**src/rtl/sram_1rw1r_arb.sv**
```systemverilog
// ============================================================================
// sram_1rw1r_arb
//
// Arbitration and response buffering in front of a dual-port SRAM macro that
// has one read/write port (port 0) and one read-only port (port 1). Both ports
// use the same clock.
//
// Two read/write masters share port 0 through a round-robin arbiter. Each
// master gets a 2-entry response FIFO. A separate read-only channel owns
// port 1 and has its own 2-entry response FIFO.
//
// Timing for a command granted or accepted in cycle N:
//   N    : the SRAM port is driven with chip select, address and data.
//   N+1  : the macro presents read data, captured at the end of the cycle.
//   N+2+ : the response is at the head of the FIFO (or queued behind older
//          ones) until the master pops it.
//
// Ports
//   clk, rst                    single clock, asynchronous active-high reset
//   m_cmd_valid/ready[1:0]      per-master command handshake (bit i = master i)
//   m_cmd_read[1:0]             1 = read, 0 = write
//   m_cmd_addr  [2*AW]          word address, master i at [i*AW +: AW]
//   m_cmd_wdata [2*DW]          write data
//   m_cmd_wmask [2*MW]          byte enables
//   m_rsp_valid/ready[1:0]      per-master response handshake
//   m_rsp_rdata [2*DW]          read data, zero for write responses
//   rd_cmd_valid/ready/addr     read-only channel command
//   rd_rsp_valid/ready/rdata    read-only channel response
//   sram_*0                     SRAM port 0 (read/write), active-low csb/web
//   sram_*1                     SRAM port 1 (read-only), active-low csb
// ============================================================================
module sram_1rw1r_arb #(
    parameter int AW = 13,
    parameter int DW = 32,
    parameter int MW = 4
) (
    input  logic            clk,
    input  logic            rst,

    input  logic [1:0]      m_cmd_valid,
    output logic [1:0]      m_cmd_ready,
    input  logic [1:0]      m_cmd_read,
    input  logic [2*AW-1:0] m_cmd_addr,
    input  logic [2*DW-1:0] m_cmd_wdata,
    input  logic [2*MW-1:0] m_cmd_wmask,
    output logic [1:0]      m_rsp_valid,
    input  logic [1:0]      m_rsp_ready,
    output logic [2*DW-1:0] m_rsp_rdata,

    input  logic            rd_cmd_valid,
    output logic            rd_cmd_ready,
    input  logic [AW-1:0]   rd_cmd_addr,
    output logic            rd_rsp_valid,
    input  logic            rd_rsp_ready,
    output logic [DW-1:0]   rd_rsp_rdata,

    output logic            sram_csb0,
    output logic            sram_web0,
    output logic [MW-1:0]   sram_wmask0,
    output logic [AW-1:0]   sram_addr0,
    output logic [DW-1:0]   sram_din0,
    input  logic [DW-1:0]   sram_dout0,

    output logic            sram_csb1,
    output logic [AW-1:0]   sram_addr1,
    input  logic [DW-1:0]   sram_dout1
);

    // ------------------------------------------------------------------------
    // State
    // ------------------------------------------------------------------------
    // Round-robin priority pointer: master that wins when both are eligible.
    logic            r_prio;

    // Port-0 pipeline stage: a grant from the previous cycle whose SRAM data
    // is on sram_dout0 this cycle.
    logic            r_p0Vld;
    logic            r_p0Mst;
    logic            r_p0Rd;

    // Port-1 pipeline stage: an accepted read whose data is on sram_dout1.
    logic            r_p1Vld;

    // Per-master outstanding count (granted but not yet popped) and the
    // 2-entry response FIFO.
    logic [1:0]      r_mOut  [2];
    logic [1:0]      r_mCnt  [2];
    logic [DW-1:0]   r_mData [2][2];
    logic [1:0]      r_mWp;
    logic [1:0]      r_mRp;

    // Read-only channel outstanding count and FIFO.
    logic [1:0]      r_rOut;
    logic [1:0]      r_rCnt;
    logic [DW-1:0]   r_rData [2];
    logic            r_rWp;
    logic            r_rRp;

    // ------------------------------------------------------------------------
    // Combinational signals
    // ------------------------------------------------------------------------
    logic [1:0]      w_mPop;
    logic [1:0]      w_elig;
    logic [1:0]      w_grant;
    logic            w_gValid;
    logic            w_gIdx;
    logic [1:0]      w_mPush;
    logic [DW-1:0]   w_p0Data;
    logic            w_rdPop;
    logic            w_hazard;
    logic            w_rdAcc;

    // ------------------------------------------------------------------------
    // Response-side views of the FIFOs. Data is forced to zero whenever a
    // FIFO is empty so that nothing stale leaks out, in particular right
    // after reset clears the counts.
    // ------------------------------------------------------------------------
    always_comb begin
        m_rsp_valid = 2'b00;
        m_rsp_rdata = '0;
        for (int i = 0; i < 2; i++) begin
            m_rsp_valid[i] = (r_mCnt[i] != 2'd0);
            if (r_mCnt[i] != 2'd0) begin
                m_rsp_rdata[i*DW +: DW] = r_mData[i][r_mRp[i]];
            end
        end
    end

    assign rd_rsp_valid = (r_rCnt != 2'd0);
    assign rd_rsp_rdata = (r_rCnt != 2'd0) ? r_rData[r_rRp] : '0;

    assign w_mPop  = m_rsp_valid & m_rsp_ready;
    assign w_rdPop = rd_rsp_valid & rd_rsp_ready;

    // ------------------------------------------------------------------------
    // Eligibility. A master may hold at most two outstanding commands, but a
    // pop in the same cycle frees a slot, so back-to-back traffic keeps
    // flowing at full rate while the master drains its responses.
    // ------------------------------------------------------------------------
    always_comb begin
        w_elig = 2'b00;
        for (int i = 0; i < 2; i++) begin
            w_elig[i] = !rst && m_cmd_valid[i] &&
                        ((r_mOut[i] != 2'd2) || w_mPop[i]);
        end
    end

    // ------------------------------------------------------------------------
    // Round-robin arbiter: contention resolved by the pointer, otherwise the
    // single eligible master wins. At most one grant per cycle.
    // ------------------------------------------------------------------------
    always_comb begin
        w_grant = 2'b00;
        if (w_elig == 2'b11) begin
            w_grant = r_prio ? 2'b10 : 2'b01;
        end else begin
            w_grant = w_elig;
        end
    end

    assign w_gValid    = |w_grant;
    assign w_gIdx      = w_grant[1];
    assign m_cmd_ready = w_grant;

    // ------------------------------------------------------------------------
    // SRAM port 0 drive. Idle (and reset) drives the inactive levels and
    // zeroes on address and data so the macro sees quiet inputs.
    // ------------------------------------------------------------------------
    always_comb begin
        sram_csb0   = 1'b1;
        sram_web0   = 1'b1;
        sram_wmask0 = '0;
        sram_addr0  = '0;
        sram_din0   = '0;
        if (w_gValid) begin
            sram_csb0   = 1'b0;
            sram_web0   = m_cmd_read[w_gIdx];
            sram_wmask0 = w_gIdx ? m_cmd_wmask[2*MW-1:MW] : m_cmd_wmask[MW-1:0];
            sram_addr0  = w_gIdx ? m_cmd_addr[2*AW-1:AW]  : m_cmd_addr[AW-1:0];
            sram_din0   = w_gIdx ? m_cmd_wdata[2*DW-1:DW] : m_cmd_wdata[DW-1:0];
        end
    end

    // ------------------------------------------------------------------------
    // Read-only channel acceptance. A port-0 write to the address being read
    // on port 1 in the same cycle would give undefined read data from the
    // macro, so the read is held off for that one cycle and then sees the
    // freshly written word. Same-address reads on both ports are harmless.
    // ------------------------------------------------------------------------
    assign w_hazard     = w_gValid && !sram_web0 && (sram_addr0 == rd_cmd_addr);
    assign rd_cmd_ready = !rst && !w_hazard &&
                          ((r_rOut != 2'd2) || w_rdPop);
    assign w_rdAcc      = rd_cmd_valid && rd_cmd_ready;

    assign sram_csb1    = !w_rdAcc;
    assign sram_addr1   = w_rdAcc ? rd_cmd_addr : '0;

    // ------------------------------------------------------------------------
    // Steering of port-0 data into the per-master FIFOs. Writes return a
    // zero data word so every command gets exactly one response.
    // ------------------------------------------------------------------------
    assign w_mPush  = r_p0Vld ? (r_p0Mst ? 2'b10 : 2'b01) : 2'b00;
    assign w_p0Data = r_p0Rd ? sram_dout0 : '0;

    // ------------------------------------------------------------------------
    // Master-side state: priority pointer, port-0 pipeline stage,
    // outstanding counts and response FIFOs. Reset drops everything in
    // flight or buffered and hands priority back to master 0.
    // ------------------------------------------------------------------------
    always_ff @(posedge clk or posedge rst) begin
        if (rst) begin
            r_prio  <= 1'b0;
            r_p0Vld <= 1'b0;
            r_p0Mst <= 1'b0;
            r_p0Rd  <= 1'b0;
            r_mWp   <= 2'b00;
            r_mRp   <= 2'b00;
            for (int i = 0; i < 2; i++) begin
                r_mOut[i]     <= 2'd0;
                r_mCnt[i]     <= 2'd0;
                r_mData[i][0] <= '0;
                r_mData[i][1] <= '0;
            end
        end else begin
            if (w_gValid) begin
                r_prio <= !w_gIdx;
            end
            r_p0Vld <= w_gValid;
            r_p0Mst <= w_gIdx;
            r_p0Rd  <= sram_web0;
            for (int i = 0; i < 2; i++) begin
                if (w_mPush[i]) begin
                    r_mData[i][r_mWp[i]] <= w_p0Data;
                    r_mWp[i]             <= !r_mWp[i];
                end
                if (w_mPop[i]) begin
                    r_mRp[i] <= !r_mRp[i];
                end
                r_mCnt[i] <= r_mCnt[i] + {1'b0, w_mPush[i]} - {1'b0, w_mPop[i]};
                r_mOut[i] <= r_mOut[i] + {1'b0, w_grant[i]} - {1'b0, w_mPop[i]};
            end
        end
    end

    // ------------------------------------------------------------------------
    // Read-only channel state: port-1 pipeline stage, outstanding count and
    // response FIFO.
    // ------------------------------------------------------------------------
    always_ff @(posedge clk or posedge rst) begin
        if (rst) begin
            r_p1Vld    <= 1'b0;
            r_rOut     <= 2'd0;
            r_rCnt     <= 2'd0;
            r_rWp      <= 1'b0;
            r_rRp      <= 1'b0;
            r_rData[0] <= '0;
            r_rData[1] <= '0;
        end else begin
            r_p1Vld <= w_rdAcc;
            if (r_p1Vld) begin
                r_rData[r_rWp] <= sram_dout1;
                r_rWp          <= !r_rWp;
            end
            if (w_rdPop) begin
                r_rRp <= !r_rRp;
            end
            r_rCnt <= r_rCnt + {1'b0, r_p1Vld} - {1'b0, w_rdPop};
            r_rOut <= r_rOut + {1'b0, w_rdAcc} - {1'b0, w_rdPop};
        end
    end

endmodule

```
**config.mk**
```make
export PLATFORM = sky130hd
export DESIGN_NAME = sram_1rw1r_arb
export DESIGN_NICKNAME = d
export VERILOG_FILES = /design/src/rtl/sram_1rw1r_arb.sv
export SDC_FILE = /design/constraint.sdc
export NUM_CORES = 1
export LEC_CHECK = 0
export CORE_MARGIN = 1.5
export CORE_UTILIZATION = 45
export CTS_CLUSTER_SIZE = 30
export DETAILED_ROUTE_END_ITERATION = 10
export HOLD_SLACK_MARGIN = 0.02
export PLACE_DENSITY = 0.79
export SKIP_LAST_GASP = 1
export SLEW_MARGIN = 20
export SYNTH_ARGS = -nofsm -noshare
export SYNTH_HDL_FRONTEND = slang
export SYNTH_SLANG_ARGS = --single-unit
export TNS_END_PERCENT = 5
```
**constraint.sdc**
```tcl
create_clock -name clk -period 19.3 [get_ports clk]
set_input_delay 1.93 -clock clk [delete_from_list [all_inputs] [get_ports clk]]
set_output_delay 1.93 -clock clk [all_outputs]
set_load 0.005 [all_outputs]
```
==> metrics, run 1 <==
Bufs and invs on worst path=4; top_reg_cell synth=dfrtp_1; status=completed; Gate Count Post-Synth=1158; Critical Path AT=6.58 ns; Hold Slack=0.472 ns; GRT Total Usage=0.246; Layout Nets=1666; Seq cells post-synth=215; placeable core area=23500 um^2; Net Switching=0.812 mW; Ys Warns=0; row count=56; RSZ-0062 raised after global routing=no; Post-DP Area=14500 um^2; Pwr Total=2.37 mW; grt ovf=0; cts bufs inserted=22; Worst Hold Depth=1; worst-path cell chain=clkdlybuf4s50_1, nor2b_1, a21boi_1, nand2_1, inv_2, buf_4, a22o_1, o2111ai_1, nor4_4, or2_2, clkdlybuf4s50_1; Starting Density=0.459; max-cap violations=0; Max VDD drop=0.0000621 V; Distinct cells, synth=47; Slew HR=0.269; syn avg cell area=9.31 um^2; CP Capture Type=output pin; Post-Syn Area=10800 um^2; via total after detailed routing=9400; # Post-CTS Setup Buffers=0; Worst-Skew Late Latency=0.49 ns; Placer Congestion=0.943; Mapped Nets=1354; die width=158 um; Final Hold Fails=0; Vert. Die Dim=158 um; Cell Pwr Density=155 nW/um^2; Sequential Power Share=0.352; Lkg Pwr=6.77 nW; Root Buffer=clkbuf_16; final max-slew violation count=0; Max Clock Freq=118 MHz; Layout area overhead=41.7%; largest net degree at the start of global routing=136; Hold Path Class=reg -> reg; R2R cell count=14; clk sink count=215; Seq/Total Area, Yosys=0.499; R2R Setup Slk=14.92 ns; Pint=1.56 mW; CTS Hold Buffers Added=0; worst slew pin tran=1.10 ns; Final min period=8.51 ns; Vias/cell=5.20; initial DRC count=491; combinational power share=0.468; EDFF count, synth=0; critical path's slowest cell=clkdlybuf4s50_1; total die area=24900 um^2; mean routed wirelength per cell=17.4 um; WS Path Type=in -> out; cell family with most CP delay=buffers and inverters; period utilisation layout=0.441; worst hold endpoint=r_rOut[1]$_DFF_PP0_; clk buf depth=3; fin area=15300 um^2; Critical Path RT=17.37 ns; I/O pin count=352; FF-to-FF Start=r_mOut[1]$_DFF_PP0_; initial antenna violation count=1; htree depth=1; DRT Wirelength=31.4 mm; share of cells above drive strength 1=0.0882; Clock Pin Slew Worst Setup and Hold Paths=0.06 ns; Final TNS setup=0 ns; CTS tree=built; TritonRoute pass-1 iters=4; vias in the first global route=9141; CP Max Fanout=88; Async SR Flop Fraction=1.00; Routed Antenna Nets=0; Critical Path Source Type=primary input; Post-route DRC=0; first-pass GRT wire length=47.9 mm; Clk pwr share=0.180; largest stage delay on the critical path=0.80 ns; crit-path most repeated cell=clkdlybuf4s50_1; # port buffers=351; Sw Share=0.342; FF-to-FF End=r_rOut[1]$_DFF_PP0_; detailed placer's ending HPWL=22.2 mm; Gates resized, CTS repair=0; Final setup viols=0; final setup skew=0.0140 ns; hold path start=r_rOut[1]$_DFF_PP0_
Yosys cell counts (2+ instances only):
master    instances  area, um^2
a21boi_0          4        30.0
a21oi_1           6        30.0
a22oi_1           6        45.0
a311oi_1          4        35.0
a31oi_1           5        31.3
and2_1            2        12.5
buf_1             7        26.3
buf_6             2        22.5
clkbuf_1         65         244
dfrtp_1         215        5380
ha_1             11         138
inv_1            26        97.6
inv_2             3        11.3
mux2_2           64         721
mux2i_1          98         981
nand2_1         262         983
nand2b_1          5        31.3
nand3_1           7        35.0
nand4_1           6        37.5
nor2_1          109         409
nor2b_1           5        31.3
nor3_1           14        70.1
nor3b_1           3        22.5
nor4_1            3        18.8
o211ai_1          2        15.0
o21ai_0         174         871
o21ai_1           3        15.0
o21ai_4           3        48.8
o22ai_1           2        12.5
o32a_1            2        20.0
or2_2             3        18.8
xnor2_1          18         158
xor2_1            5        43.8
cells by family after synthesis:
group | share of synthesized area
adder cells (fa/ha/maj) | 0.0128
buffers and inverters | 0.0380
AND/OR/NAND/NOR | 0.158
XOR/XNOR | 0.0187
multiplexers | 0.158
AO/OA/AOI/OAI | 0.116
flip-flops | 0.499
placed cells by master (no fill, tap or decap), types with 6 or more instances in the layout:
master,instances
nor3_1,14
clkdlybuf4s50_1,351
a21oi_1,6
inv_1,25
clkinv_2,6
mux2_2,64
nand4_1,6
nor2_1,106
dfrtp_1,212
nand3_1,6
o21ai_0,174
clkbuf_16,23
buf_4,10
nand2_1,261
xnor2_1,18
a22oi_1,6
ha_1,11
mux2i_1,98
power by group through the flow:
| stage | combinational (mW) | clock, mW | sequential [mW] |
|---|---|---|---|
| 3_5_place_dp | 1.12 | 0 | 0.842 |
| 6_report | 1.11 | 0.427 | 0.835 |
| 5_1_grt | 1.22 | 0.456 | 0.864 |
| 3_3_place_gp | 1.10 | 0 | 0.827 |
| 2_1_floorplan | 0.603 | 0 | 0.766 |
| 4_1_cts | 1.12 | 0.438 | 0.835 |
registers in the layout, indices dropped and copies added, names as in the netlist, 2 cells and up:
register	count
r_mCnt	4
r_mData	128
r_mOut	4
r_mRp	2
r_mWp	2
r_rCnt	2
r_rData	64
r_rOut	2
metrics by stage:
stage	setup WS, ns	util	std cells
2_1_floorplan	9.95	-	1158
3_3_place_gp	10.95	0.618	1764
3_5_place_dp	10.86	0.618	1764
4_1_cts	10.82	0.649	1804
5_1_grt	10.44	0.651	1806
6_report	10.79	0.651	1807
routing by layer:
metal	global-route usage	wire, um	part of all wire	up-vias
met1	0.297	12300	0.39	4513
met3	0.0331	1540	0.049	60
li1	-	-	-	4520
met4	0.101	1100	0.035	0
met2	0.439	16500	0.52	307
met5	0	0	0	-
cell type report:
cell class                 count  area, um^2
timing repair buffer         363        3630
clock inverter                 9        97.6
inverter                      29         116
antenna                        2        5.00
sequential                   215        5380
tap                          319         399
fill                        1902        8190
clock buffer                  31         636
multi-input combinational    839        5020
worst max path at each step:
stage / end / cells after the start / slack [ns] / startpoint
after global routing: sram_csb1 / 11 / 10.44 / rst
after CTS: sram_csb1 / 11 / 10.82 / rst
after global placement: sram_csb1 / 11 / 10.95 / rst
after detailed placement: sram_csb1 / 11 / 10.86 / rst
after floorplan: sram_csb0 / 3 / 9.95 / rst
final: sram_csb1 / 11 / 10.79 / rst
(Power assumes the default switching activity.)
==> run 2: changes to the inputs <==
==> constraint.sdc (replaced) <==
create_clock -name clk -period 8.67 [get_ports clk]
set_input_delay 0.867 -clock clk [delete_from_list [all_inputs] [get_ports clk]]
set_output_delay 0.867 -clock clk [all_outputs]
set_load 0.005 [all_outputs]
==> run 2 against run 1 <==
Core utilization about the same. Largest power group unchanged. Sequential power increased by 120%. Cell count unchanged.
==> metrics, run 2 (synthesis gave the netlist of run 1 again) <==
Layout area overhead=41.7% (about the same); Placer Congestion=0.962 (+2.0%); CTS tree=built; clk buf depth=3 (unchanged); first-pass GRT wire length=47.8 mm (-0.22%); most frequent cells in the layout=clkdlybuf4s50_1 (351), nand2_1 (261), dfrtp_1 (212); DRT Wirelength=31.2 mm (-0.57%); detailed placer's ending HPWL=21.9 mm (-1.4%); Routed Antenna Nets=0 (unchanged); Final Hold Fails=0 (unchanged); Lkg Pwr=6.77 nW (about the same); number of flip-flops in the largest register=128 (unchanged); largest net degree at the start of global routing=132 (-2.9%); Max VDD drop=0.000159 V (+160%); CP Capture Type=output pin; worst slew pin tran=1.10 ns (+0.00468 ns); mean routed wirelength per cell=17.3 um (-0.57%); grt ovf=0 (unchanged); FF-to-FF End=r_rOut[1]$_DFF_PP0_; CP Max Fanout=88 (unchanged); final setup skew=0.00699 ns (-0.00701 ns); Post-route DRC=0 (unchanged); crit-path most repeated cell=clkdlybuf4s50_1; via total after detailed routing=9396 (-0.043%); Layout Nets=1666 (unchanged); most common cell after layout, fill and taps aside=clkdlybuf4s50_1; CTS Hold Buffers Added=0 (unchanged); Vert. Die Dim=158 um (unchanged); Final setup viols=0 (unchanged); Worst-Skew Late Latency=0.50 ns (about the same); largest stage delay on the critical path=0.80 ns (about the same); placeable core area=23500 um^2 (unchanged); # port buffers=351 (unchanged); Worst Hold Depth=1 (unchanged); Hold Path Class=reg -> reg; # Post-CTS Setup Buffers=0 (unchanged); WS Path Type=in -> out; met1 usage in global routing=0.287 (-0.00991); cts bufs inserted=23 (+4.5%); Critical Path Source Type=primary input; Regs by FF count=r_mData: 128 flops, r_rData: 64 flops; Cell Pwr Density=344 nW/um^2 (+120%); GRT Total Usage=0.245 (about the same); Clock Pin Slew Worst Setup and Hold Paths=0.06 ns (about the same); Gates resized, CTS repair=0 (unchanged); share of cells above drive strength 1=0.0888 (+0.000613); initial antenna violation count=1 (unchanged); vias in the first global route=9380 (+2.6%); I/O pin count=352 (unchanged); total die area=24900 um^2 (unchanged); Slew HR=0.266 (-0.00312); clk sink count=215 (unchanged); Max Clock Freq=156 MHz; critical path's slowest cell=clkdlybuf4s50_1; hold path start=r_rOut[1]$_DFF_PP0_; Top reg by flops=r_mData; Final TNS setup=0 ns (unchanged); status=completed; RSZ-0062 raised after global routing=no; period utilisation layout=0.737; Starting Density=0.459 (unchanged); FF-to-FF Start=r_mOut[1]$_DFF_PP0_; Root Buffer=clkbuf_16; initial DRC count=401 (-18%); die width=158 um (unchanged); Final min period=6.39 ns; Most Crowded Layer GR=met2; TritonRoute pass-1 iters=5 (+1); max-cap violations=0 (unchanged); final max-slew violation count=0 (unchanged); R2R cell count=14 (unchanged); worst hold endpoint=r_rOut[1]$_DFF_PP0_; worst-path cell chain=clkdlybuf4s50_1, nor2b_1, a21boi_1, nand2_1, inv_2, buf_4, a22o_1, o2111ai_1, nor4_4, or2_2, clkdlybuf4s50_1; Vias/cell=5.20 (about the same); R2R Setup Slk=4.31 ns (-10.61 ns); Pwr Total=5.26 mW (+120%); met2 Use GR=0.441 (+0.00188); Critical Path RT=7.80 ns (-9.57 ns); htree depth=1 (unchanged); Critical Path AT=5.52 ns (-1.06 ns); row count=56 (unchanged); met3 usage=0.0378 (+0.00465)
## run 2: how the worst max path moves through the flow
stage	start	endpoint	slack (ns)	cells past startpoint
finish	rst	sram_csb1	2.28	11
global route	rst	sram_csb1	1.96	11
CTS	rst	sram_csb1	2.35	11
detailed placement	rst	sram_csb1	2.34	11
global placement	rst	sram_csb1	2.44	11
floorplan	rst	sram_csb0	1.44	3
## run 2: routing by layer
metal / up-vias / part of all wire
met1: 4467 / 0.38
met2: 320 / 0.52
li1: 4534 / -
met3: 75 / 0.056
met4: 0 / 0.044
met5: - / 0
## run 2: cell type report
class	count	area (um^2)
inverter	29	116
timing repair buffer	362	3620
sequential	215	5380
clock inverter	10	83.8
antenna	1	2.50
fill	1947	8200
multi-input combinational	839	5020
clock buffer	32	649
tap	319	399
## run 2: worst max-delay path: cells and delay by family
family / cells / cell delay [ns]
buf+inv: 4 / 1.94
simple gates: 4 / 1.56
compound gates: 3 / 1.12
## run 2: where the power goes
part,switching (mW),internal (mW),leakage (nW)
Combinational,1.07,1.40,3.84
Clock,0.388,0.554,0.361
Sequential,0.353,1.50,2.57
## run 2: metrics by stage
step | util | setup slack [ns] | hold WS, ns | instances | instance area [um^2]
after floorplan | - | 1.44 | 0.438 | 1158 | 10800
after global placement | 0.618 | 2.44 | 0.455 | 1763 | 14500
after detailed placement | 0.618 | 2.34 | 0.461 | 1763 | 14500
after CTS | 0.649 | 2.35 | 0.473 | 1805 | 15200
after global routing | 0.651 | 1.96 | 0.498 | 1807 | 15300
final | 0.651 | 2.28 | 0.472 | 1807 | 15300
==> run 3: changes to the inputs <==
==> constraint.sdc (replaced) <==
create_clock -name clk -period 6.5 [get_ports clk]
set_input_delay 0.65 -clock clk [delete_from_list [all_inputs] [get_ports clk]]
set_output_delay 0.65 -clock clk [all_outputs]
set_load 0.005 [all_outputs]
==> run 3 against run 2 <==
Hold slack worse by 0.0012 ns. Global-route usage up 1.0 points. Flip-flop and latch count unchanged. Sequential share of layout area about the same. Final area about the same. Critical endpoint unchanged.
==> metrics, run 3 (synthesis gave the netlist of run 1 again) <==
first-pass GRT wire length=49.7 mm (+3.9%); WS Path Type=in -> out; Root Buffer=clkbuf_16; worst hold endpoint=r_rOut[1]$_DFF_PP0_; period utilisation layout=0.821; clk sink count=215 (unchanged); Regs by FF count=r_mData: 128 flops, r_rData: 64 flops; Net Switching=2.44 mW (+35%); Placer Congestion=0.945 (-1.7%); combinational power share=0.470 (about the same); Post-route DRC=0 (unchanged); die width=158 um (unchanged); TritonRoute pass-1 iters=6 (+1); Final setup viols=0 (unchanged); Cell Pwr Density=461 nW/um^2 (+34%); max-cap violations=0 (unchanged); Vert. Die Dim=158 um (unchanged); worst-path cell chain=clkdlybuf4s50_1, buf_4, nor2b_1, a21boi_1, nand2_1, inv_2, a22o_1, o2111ai_1, nor4_4, or2_2, clkdlybuf4s50_1; most common cell after layout, fill and taps aside=clkdlybuf4s50_1; Starting Density=0.459 (unchanged); Max VDD drop=0.000208 V (+31%); Hold Path Class=reg -> reg; Bufs and invs on worst path=4 (unchanged); clk buf depth=3 (unchanged); CTS Hold Buffers Added=0 (unchanged); largest stage delay on the critical path=0.76 ns (-0.04 ns); Critical Path Source Type=primary input; status=completed; crit-path most repeated cell=clkdlybuf4s50_1; Final WS setup=1.16 ns (-1.12 ns); share of cells above drive strength 1=0.0921 (+0.00330); placeable core area=23500 um^2 (unchanged); Clk pwr share=0.178 (about the same); vias in the first global route=9518 (+1.5%); Core Util, Final=0.651 (about the same); # Post-CTS Setup Buffers=0 (unchanged); htree depth=1 (unchanged); fill cell count=1917 (-1.5%); cell family with most CP delay=buffers and inverters; mean routed wirelength per cell=17.7 um (+2.2%); grt ovf=0 (unchanged); FF-to-FF End=r_rOut[1]$_DFF_PP0_; Routed Antenna Nets=0 (unchanged); Layout Nets=1668 (+0.12%); DRT Wirelength=31.9 mm (+2.2%); Layout area overhead=41.8% (about the same); final setup skew=0.0208 ns (+0.0138 ns); Worst Hold Depth=1 (unchanged); Sequential Power Share=0.351 (about the same); RSZ-0062 raised after global routing=no; initial antenna violation count=1 (unchanged); fin cells=1808 (+0.055%); initial DRC count=498 (+24%); Final min period=5.34 ns; detailed placer's ending HPWL=22.6 mm (+3.3%); Final Hold Fails=0 (unchanged); Top reg by flops=r_mData; row count=56 (unchanged); R2R cell count=13 (-1); Slew HR=0.274 (+0.00780); CP Capture Type=output pin; Critical Path RT=5.85 ns (-1.95 ns); I/O pin count=352 (unchanged); Gates resized, CTS repair=0 (unchanged); Clock Pin Slew Worst Setup and Hold Paths=0.06 ns (about the same); GRT Total Usage=0.255 (+0.0100); worst slew pin tran=1.09 ns (-0.0117 ns); CTS tree=built; critical path's slowest cell=nor4_4; Vias/cell=5.26 (+1.2%); Pint=4.60 mW (+33%); Max Clock Freq=187 MHz; cts bufs inserted=22 (-4.3%); final max-slew violation count=0 (unchanged); hold path start=r_rOut[1]$_DFF_PP0_; Sw Share=0.347 (+0.00322); Final TNS setup=0 ns (unchanged); R2R Setup Slk=2.41 ns (-1.90 ns); largest net degree at the start of global routing=80 (-39%); via total after detailed routing=9517 (+1.3%); Critical Path AT=4.69 ns (-0.83 ns); pre-CTS WS=1.21 ns (-1.13 ns); most frequent cells in the layout=clkdlybuf4s50_1 (351), nand2_1 (261), dfrtp_1 (212); # port buffers=351 (unchanged); FF-to-FF Start=r_mOut[1]$_DFF_PP0_; Worst-Skew Late Latency=0.50 ns (about the same); number of flip-flops in the largest register=128 (unchanged); CP Max Fanout=40 (-55%); total placed cells including tap cells=1767 (+0.23%); Lkg Pwr=6.77 nW (about the same); total die area=24900 um^2 (unchanged)
==> run 3: cell types whose count changed in the layout (fill, tap and decap cells not counted), moves of 2 or more <==
| cell | before | now |
|---|---|---|
| clkbuf_1 | 5 | 1 |
| clkbuf_8 | 4 | 6 |
| clkinv_4 | 0 | 2 |
| buf_4 | 9 | 13 |
==> run 3: worst max-delay path by stage <==
stage	slack, ns	to	depth (start not counted)	from
detailed placement	1.21	sram_csb1	11	rst
floorplan	1.12	sram_csb0	3	rst
CTS	1.22	sram_csb1	11	rst
global placement	1.30	sram_csb1	11	rst
finish	1.16	sram_csb1	11	rst
global route	0.83	sram_csb1	11	rst
==> run 3: layout make-up <==
type / instances / area [um^2] / area share
Sequential cell: 215 / 5380 / 0.352
Clock buffer: 29 / 637 / 0.0417
Tap cell: 319 / 399 / 0.0261
Multi-Input combinational cell: 839 / 5020 / 0.329
Clock inverter: 11 / 104 / 0.00680
Antenna cell: 1 / 2.50 / 0.000164
Inverter: 29 / 113 / 0.00737
Timing Repair Buffer: 365 / 3620 / 0.237
==> run 3: worst reg2reg max path: cells and delay by family, from the launching register on <==
family | cells | cell delay [ns]
compound gates | 3 | 1.01
buf+inv | 2 | 0.53
simple gates | 4 | 1.42
fa+ha+maj | 2 | 0.37
flops | 1 | 0.40
xor+xnor | 2 | 0.28
==> run 3: stage by stage <==
stage | power [mW] | hold slack, ns | area (um^2)
final | 7.04 | 0.471 | 15300
after global routing | 7.54 | 0.498 | 15300
after CTS | 7.11 | 0.471 | 15300
after detailed placement | 5.82 | 0.456 | 14500
after global placement | 5.71 | 0.457 | 14500
after floorplan | 4.07 | 0.438 | 10800
==> run 3: power groups by stage <==
stage	Clock [mW]	Combinational, mW	Sequential [mW]
floorplan	0	1.79	2.27
global placement	0	3.26	2.44
detailed placement	0	3.33	2.49
CTS	1.28	3.35	2.47
global route	1.34	3.65	2.55
finish	1.26	3.31	2.47
==> run 3: routing by layer <==
| layer | track usage | up-vias | wire length [um] |
|---|---|---|---|
| li1 | - | 4542 | - |
| met1 | 0.306 | 4545 | 12100 |
| met2 | 0.461 | 360 | 16800 |
| met3 | 0.0348 | 70 | 1770 |
| met4 | 0.104 | 0 | 1170 |
| met5 | 0 | - | 0 |
